==> config.mk <==
export PLATFORM = sky130hd
export DESIGN_NAME = instr_loader
export DESIGN_NICKNAME = d
export VERILOG_FILES = /design/src/rtl/instr_loader.sv
export SDC_FILE = /design/constraint.sdc
export NUM_CORES = 1
export LEC_CHECK = 0
export ABC_AREA = 1
export BUFFER_PORTS_ARGS = -buffer_cell sky130_fd_sc_hd__buf_2
export CORE_MARGIN = 5
export CORE_UTILIZATION = 51
export CTS_CLUSTER_DIAMETER = 200
export DETAILED_ROUTE_END_ITERATION = 6
export GPL_TIMING_DRIVEN = 0
export PLACE_DENSITY_LB_ADDON = 0.05
export SETUP_SLACK_MARGIN = 0.4
export SLEW_MARGIN = 20
export SYNTH_ARGS = -nofsm -noshare
export SYNTH_HDL_FRONTEND = slang
export SYNTH_SLANG_ARGS = --single-unit
==> constraint.sdc <==
create_clock -name clk -period 3 [get_ports clk]
set_input_delay 0.3 -clock clk [delete_from_list [all_inputs] [get_ports clk]]
set_output_delay 0.3 -clock clk [all_outputs]
set_load 0.05 [all_outputs]
==> src/rtl/instr_loader.sv <==
// Boot-time instruction loader: receives a word-count header and little-endian
// 32-bit words over a byte stream, writes them to instruction memory, and holds
// the core in reset until the whole image has been written.
module instr_loader #(
    parameter int unsigned ADDR_W = 8,
    parameter int unsigned DEPTH  = 256
) (
    input  logic              clk,
    input  logic              rst,
    input  logic              start,
    input  logic [7:0]        rx_data,
    input  logic              rx_valid,
    output logic              rx_ready,
    output logic              mem_request,
    output logic              mem_we_re,
    output logic [3:0]        mem_masking,
    output logic [ADDR_W-1:0] mem_address,
    output logic [31:0]       mem_w_data,
    input  logic              mem_valid,
    output logic              core_rst,
    output logic              busy,
    output logic              done,
    output logic              err,
    output logic [ADDR_W:0]   words_loaded
);

    localparam int unsigned CNT_W = ADDR_W + 1;
    localparam int unsigned LEN_W = 17;

    typedef enum logic [1:0] {
        IDLE  = 2'd0,
        HDR   = 2'd1,
        RECV  = 2'd2,
        WRITE = 2'd3
    } state_t;

    state_t      state;
    logic [1:0]  byte_cnt;
    logic [7:0]  hdr_lo;
    logic [15:0] n_words;
    logic [23:0] word_buf;

    logic        rx_fire_c;
    logic [15:0] hdr_n_c;
    logic        hdr_bad_c;
    logic        last_word_c;

    // Handshake and header/length decode shared by the state machine
    assign rx_fire_c   = rx_valid && rx_ready;
    assign hdr_n_c     = {rx_data, hdr_lo};
    assign hdr_bad_c   = (hdr_n_c == 16'd0) || (LEN_W'(hdr_n_c) > LEN_W'(DEPTH));
    assign last_word_c = (LEN_W'(words_loaded) + LEN_W'(1)) == LEN_W'(n_words);

    // Load sequencer: header parse, byte assembly and memory write handshake
    always_ff @(posedge clk or posedge rst) begin
        if (rst) begin
            state        <= IDLE;
            byte_cnt     <= 2'd0;
            hdr_lo       <= 8'd0;
            n_words      <= 16'd0;
            word_buf     <= 24'd0;
            rx_ready     <= 1'b0;
            mem_request  <= 1'b0;
            mem_we_re    <= 1'b0;
            mem_masking  <= 4'd0;
            mem_address  <= '0;
            mem_w_data   <= 32'd0;
            core_rst     <= 1'b1;
            busy         <= 1'b0;
            done         <= 1'b0;
            err          <= 1'b0;
            words_loaded <= '0;
        end else begin
            case (state)
                IDLE: begin
                    rx_ready <= 1'b0;
                    if (start) begin
                        state        <= HDR;
                        rx_ready     <= 1'b1;
                        busy         <= 1'b1;
                        done         <= 1'b0;
                        err          <= 1'b0;
                        core_rst     <= 1'b1;
                        words_loaded <= '0;
                        byte_cnt     <= 2'd0;
                    end
                end

                HDR: begin
                    if (rx_fire_c) begin
                        if (byte_cnt == 2'd0) begin
                            hdr_lo   <= rx_data;
                            byte_cnt <= 2'd1;
                        end else begin
                            byte_cnt <= 2'd0;
                            if (hdr_bad_c) begin
                                state    <= IDLE;
                                err      <= 1'b1;
                                busy     <= 1'b0;
                                rx_ready <= 1'b0;
                            end else begin
                                n_words <= hdr_n_c;
                                state   <= RECV;
                            end
                        end
                    end
                end

                RECV: begin
                    if (rx_fire_c) begin
                        byte_cnt <= byte_cnt + 2'd1;
                        case (byte_cnt)
                            2'd0: word_buf[7:0]   <= rx_data;
                            2'd1: word_buf[15:8]  <= rx_data;
                            2'd2: word_buf[23:16] <= rx_data;
                            default: begin
                                // Fourth byte completes the word; launch the write
                                mem_w_data  <= {rx_data, word_buf};
                                mem_address <= words_loaded[ADDR_W-1:0];
                                mem_request <= 1'b1;
                                mem_we_re   <= 1'b1;
                                mem_masking <= 4'b1111;
                                rx_ready    <= 1'b0;
                                state       <= WRITE;
                            end
                        endcase
                    end
                end

                WRITE: begin
                    if (mem_valid) begin
                        mem_request  <= 1'b0;
                        mem_we_re    <= 1'b0;
                        mem_masking  <= 4'd0;
                        words_loaded <= words_loaded + CNT_W'(1);
                        if (last_word_c) begin
                            state    <= IDLE;
                            done     <= 1'b1;
                            busy     <= 1'b0;
                            core_rst <= 1'b0;
                        end else begin
                            state    <= RECV;
                            rx_ready <= 1'b1;
                        end
                    end
                end

                default: state <= IDLE;
            endcase
        end
    end

endmodule

==> results of run 1 <==
## path summary, 6_finish.rpt
kind                         startpoint  depth (start not counted)  slack (ns)        endpoint
hold reg to reg            word_buf[19]                          2        0.48  mem_w_data[19]
hold / removal               rx_data[4]                          3        0.18       hdr_lo[4]
max in group asynchronous           rst                          6        1.64    word_buf[21]
min in group asynchronous           rst                          3        0.48  mem_address[5]
setup reg to reg               state[0]                          9        0.70  mem_w_data[18]
setup / recovery               state[0]                          9        0.70  mem_w_data[18]
## flip-flops by register name, summed over array words and instances, names as in the netlist
| register | count |
|---|---|
| done | 1 |
| state | 2 |
| core_rst | 1 |
| mem_w_data | 32 |
| hdr_lo | 8 |
| words_loaded | 9 |
| mem_masking | 1 |
| word_buf | 24 |
| byte_cnt | 2 |
| mem_address | 8 |
| n_words | 16 |
| busy | 1 |
| err | 1 |
| rx_ready | 1 |
## stage by stage
step	std cells	power [W]	instance area, um2	hold slack [ns]
5_1_grt	756	0.00244	5510	0.162
3_5_place_dp	739	0.00154	5320	0.344
3_3_place_gp	735	0.00152	5220	0.454
2_1_floorplan	552	0.00150	4720	0.421
6_report	756	0.00235	5510	0.177
4_1_cts	756	0.00238	5510	0.161
## synthesized netlist by cell type
master	n	area, um2
clkbuf_1	11	41.3
inv_2	2	7.51
nand4_1	9	56.3
and2_1	1	6.26
a2111oi_0	1	8.76
inv_1	58	218
ha_1	9	113
buf_2	1	5.00
dfstp_2	1	26.3
nand2_1	193	724
nand2_2	3	18.8
nand2_4	2	22.5
clkinv_1	2	7.51
o21ai_0	70	350
nand3_1	21	105
nand3b_1	3	22.5
a21oi_1	3	15.0
a22oi_1	1	7.51
xnor2_1	1	8.76
buf_4	5	37.5
o21ai_1	3	15.0
nand3_2	4	40.0
o21ai_2	1	8.76
o22ai_1	3	18.8
nor2_1	27	101
nor2_2	5	31.3
dfrtp_1	106	2650
nor3_1	3	15.0
nor2_4	2	22.5
clkbuf_2	1	5.00
## power groups by stage
stage,sequential [W],combinational (W),clock [W]
4_1_cts,0.00144,0.0000741,0.000861
6_report,0.00144,0.0000712,0.000840
5_1_grt,0.00144,0.0000804,0.000922
2_1_floorplan,0.00147,0.0000278,0
3_5_place_dp,0.00147,0.0000729,0
3_3_place_gp,0.00147,0.0000549,0
## worst min-delay path: stages
cell and delay [ns]:
buf_2 0.10, nand2_1 0.05, o21ai_0 0.06
## cell families after synthesis
logic type      synth area share (%)
compound gates                  9.00
xor+xnor                       0.186
fa+ha+maj                       2.39
buf+inv                         6.82
flops                           56.9
simple gates                    24.7
## layout make-up
cell class	instances	area share, %
plain buffers	18	1.61
clock buffers	9	2.25
clock inverters	7	1.02
inverters	62	4.29
multi-input cells	365	31.1
flip-flops and latches	107	48.6
well taps	111	2.52
repair buffers	77	8.59
## layer usage
layer | vias up | share of wire, % | global-route usage [%]
li1 | 1912 | - | -
met1 | 1787 | 49 | 31.9
met2 | 100 | 44 | 30.0
met3 | 9 | 5.6 | 3.10
met4 | 0 | 1.1 | 5.27
met5 | - | 0 | 0
==> out/qor.csv, run 1 <==
metric,value,unit
status,"complete, no violations",
ir_drop,0.211,mV
hold_buffers,1,
vias_per_cell,5.04,
critPathMaxFanout,10,
fmax,434,MHz
worstSetupPathType,reg -> reg,
synthCells,552,
clkSinkCount,107,
final_cell_mix,"193 x nand2_1, 106 x dfrtp_1, 73 x buf_2",
synth-seq-area-share,56.9,%
cp_slowest_cell,clkbuf_1,
grt_pass1_wl,18500,um
rsz0062_at_grt,false,
cts-buffers-inserted,9,
drv_slew,0,
syn_area,0.00471,mm2
synth_nets,574,
syn_to_final_growth,16.9,%
vias,3808,
grt_pass1_vias,3705,
combPwrFrac,3.0,%
drive_above_1_share,18.6,%
postCtsSetupBuffers,0,
finalWeightedCongestion,0.845,
routed_wl,10900,um
synth_area_per_cell,8.54,um2
intPower,0.00178,W
fin_util,60.5,%
postCtsResizedCells,0,
cts_root_buffer,clkbuf_8,
antenna_found_initial,0,
p_leak,3.04,nW
switching_share,24.4,%
first_pass_iters,4,
setup_ws,0.696,ns
final_common_cell,nand2_1,
arrival,2.61,ns
multi_input_area,0.00171,mm2
cts_tree,built,
cap_violations,0,
grt_usage,20.5,%
clk_latency,0.37,ns
initial_core_util,51.7,%
die_height,106,um
cpPeakStageDelay,0.43,ns
seqCellArea,0.00268,mm2
cts.reportedPaths.clkPinSlew,0.11,ns
nNetsFinal,662,
slew-limit-headroom,44.3,%
post_drt_wl_per_cell,14.4,um
tightestPinTransition,0.814,ns
ys_types,30,
fp-row-count,35,
ys_seq_elements,107,
crit_buf_inv,4,
finalSetupTns,0,ns
dieWidth,106,um
die-area,0.0113,mm2
cts_max_level,3,
seq_power_share,61.3,%
antenna_cells,0,
path_cells,"inv_1, ha_1, inv_1, nor2_1, nand2_1, clkbuf_1, clkbuf_1, nand2_1, nand2_1",
clk_path_buf_depth,2,
switchingPower,0.000574,W
power_density,427,mW/mm2
yosys_warnings,0,
fin_skew,0.0173,ns
drt_iter0_markers,205,
grt-ovfl-total,0,
min_period,2.30,ns
fillers,843,
dp_hpwl,8100,um
finalHoldViolCount,0,
post-place-ws,0.721,ns
core_area,0.00911,mm2
worstSetupEndpointType,flop,
pin_count,73,
io_buffers,72,
min_period_over_period,76.8,%
grt_max_degree,28,
ant_nets,0,
critical_path_required,3.30,ns
crit_family,buffers and inverters,
pwr-share-clk,35.7,%
finalSetupViolations,0,
path_common_cell,nand2_1,
cp-start-kind,flop,
route.detailed.drc,0,
worstHoldPathType,in -> reg,
(Power assumes the default switching activity.)
==> run 2: changes to the inputs <==
- CORE_UTILIZATION: 51 -> 55
- clock period: 3 -> 2.2 ns (I/O delays scaled with it)
==> run 2 against run 1 <==
Compared with the run above:
- design area rose by 5.0%
- first-iteration DRC count grew 25%
- final cell count grew 0.53%
- fmax grew 24%
- setup slack got worse by 0.35 ns
- sequential share of layout area fell by 2.2 points
- critical endpoint is now state[1]
- global-route usage increased by 2.2 points
- non-clock buffer count up 10
- clock power up 37%
- via count grew 6.0%
- total power increased by 37%
- count of clock-buffer cells in the layout rose by 1
==> out/qor.csv, run 2 (synthesis results as in run 1) <==
metric,value,unit,change
status,"complete, no violations",,
drt_iter0_markers,256,,+25%
arrival,2.11,ns,-0.50 ns
drv_slew,0,,unchanged
dp_cells,733,,-0.81%
r2r_slack,0.35,ns,-0.35 ns
ir_drop,0.312,mV,+48%
grt_pass1_wl,18500,um,+0.19%
vias,4037,,+6.0%
worstSetupEndpointType,flop,,
hold_end,hdr_lo[2],,
clk_path_buf_depth,2,,unchanged
finalHoldViolCount,0,,unchanged
p_leak,3.15,nW,+3.8%
final_cells,760,,+0.53%
ant_nets,0,,unchanged
grt_max_degree,33,,+18%
rr_worst_depth,13,,+4
final_common_cell,nand2_1,,
fin_util,69.7,%,+9.2 points
critPathMaxFanout,5,,-5
cts.reportedPaths.clkPinSlew,0.11,ns,about the same
dieWidth,103,um,-3.4%
slew-limit-headroom,67.6,%,+23 points
antenna_cells,0,,unchanged
hold_depth,3,,unchanged
cp-start-kind,flop,,
finalSetupViolations,0,,unchanged
cap_violations,0,,unchanged
nNetsFinal,672,,+1.5%
io_buffers,72,,unchanged
regToRegEndpoint,state[1],,
tightestPinTransition,0.483,ns,-0.331 ns
grt-ovfl-total,0,,unchanged
critical_path_required,2.46,ns,-0.84 ns
cts_tree,built,,
worstReg2RegStart,words_loaded[1],,
hp-start,rx_data[2],,
pin_count,73,,unchanged
post-place-ws,-0.137,ns,-0.858 ns
setup_ws,0.350,ns,-0.347 ns
fin_hold_ws,0.0831,ns,-0.0944 ns
fp-row-count,33,,-5.7%
cts_root_buffer,clkbuf_8,,
cts-buffers-inserted,9,,unchanged
post_drt_wl_per_cell,14.8,um,+3.3%
reg_top3,"mem_w_data x32, word_buf x24, n_words x16",,
vias_per_cell,5.31,,+5.5%
rsz0062_at_grt,true,,
critPathLaunch,words_loaded[1],,
grt_pass1_vias,3803,,+2.6%
first_pass_iters,5,,+1
routed_wl,11300,um,+3.8%
power_density,557,mW/mm2,+30%
core_area,0.00830,mm2,-8.9%
fmax,540,MHz,+24%
die-area,0.0105,mm2,-6.6%
worstHoldPathType,in -> reg,,
min_period,1.85,ns,-0.453 ns
clkSinkCount,107,,unchanged
initial_core_util,56.8,%,+5.0 points
total_power,0.00322,W,+37%
grt_usage,22.7,%,+2.2 points
min_period_over_period,84.1,%,+7.3 points
syn_to_final_growth,22.7,%,
dp_hpwl,8170,um,+0.78%
fin_skew,0.0204,ns,+0.00311 ns
antenna_found_initial,0,,unchanged
die_height,103,um,-3.4%
clk_latency,0.38,ns,about the same
final_cell_mix,"188 x nand2_1, 99 x dfrtp_1, 72 x buf_2",,
finalWeightedCongestion,0.888,,+5.0%
route.detailed.drc,0,,unchanged
largest_reg_flops,32,,unchanged
worstSetupPathType,reg -> reg,,
cts_max_level,3,,unchanged
regMostFlops,mem_w_data,,
drive_above_1_share,27.2,%,+8.6 points
-- run 2: area by class of cell --
class,instances,area (um2)
flip-flops and latches,107,2690
fillers,691,2520
multi-input cells,365,1860
repair buffers,87,548
inverters,62,239
well taps,105,131
clock buffers,10,128
plain buffers,18,126
clock inverters,6,57.6
-- run 2: worst max path at each step --
stage | cells after the start | to | slack (ns)
3_5_place_dp | 9 | mem_w_data[11] | -0.14
5_1_grt | 14 | state[1] | 0.22
4_1_cts | 9 | mem_w_data[30] | 0.36
3_3_place_gp | 2 | words_loaded[5] | -0.12
6_report | 13 | state[1] | 0.35
2_1_floorplan | 14 | done | 0.36
-- run 2: where the power goes --
part | total, W | switching (W) | internal [W]
registers | 0.00197 | 0 | 0.00197
clock network | 0.00115 | 0.000714 | 0.000439
logic | 0.0000991 | 0.0000692 | 0.0000298
total | 0.00322 | 0.000784 | 0.00243
-- run 2: through the flow --
stage | instance area (um2) | TNS (ns)
detailed placement | 5350 | -2.59
global placement | 5240 | -1.44
floorplan | 4750 | 0
CTS | 5650 | 0
global route | 5780 | 0
finish | 5780 | 0
-- run 2: routing by layer --
metal  wire (um)  vias up  global-route usage, %
met4         143        0                   7.67
met1        5180     1942                   34.3
met2        5190      141                   34.1
li1            -     1937                      -
met3         760       17                   2.77
met5           0        -                      0
-- run 2: worst max-delay path, cell delays in order (launching register included) --
cell      delay, ns
dfrtp_2        0.47
buf_4          0.15
nand3_2        0.12
clkinv_1       0.12
nand3_1        0.10
nand2_1        0.07
nand3b_1       0.08
nand2_1        0.09
nor2_4         0.13
nand3_2        0.10
nand2_4        0.10
nand3_2        0.06
nand2_1        0.07
nand2_1        0.05
-- run 2: repair_timing --
item                                   CTS  global route
setup endpoints to repair              104           106
pin swaps                                1             9
hold buffers                             1             0
gates resized for setup                 35            34
cloned                                   0             0
buffers inserted                         3             7
endpoints found under the hold margin   16             0
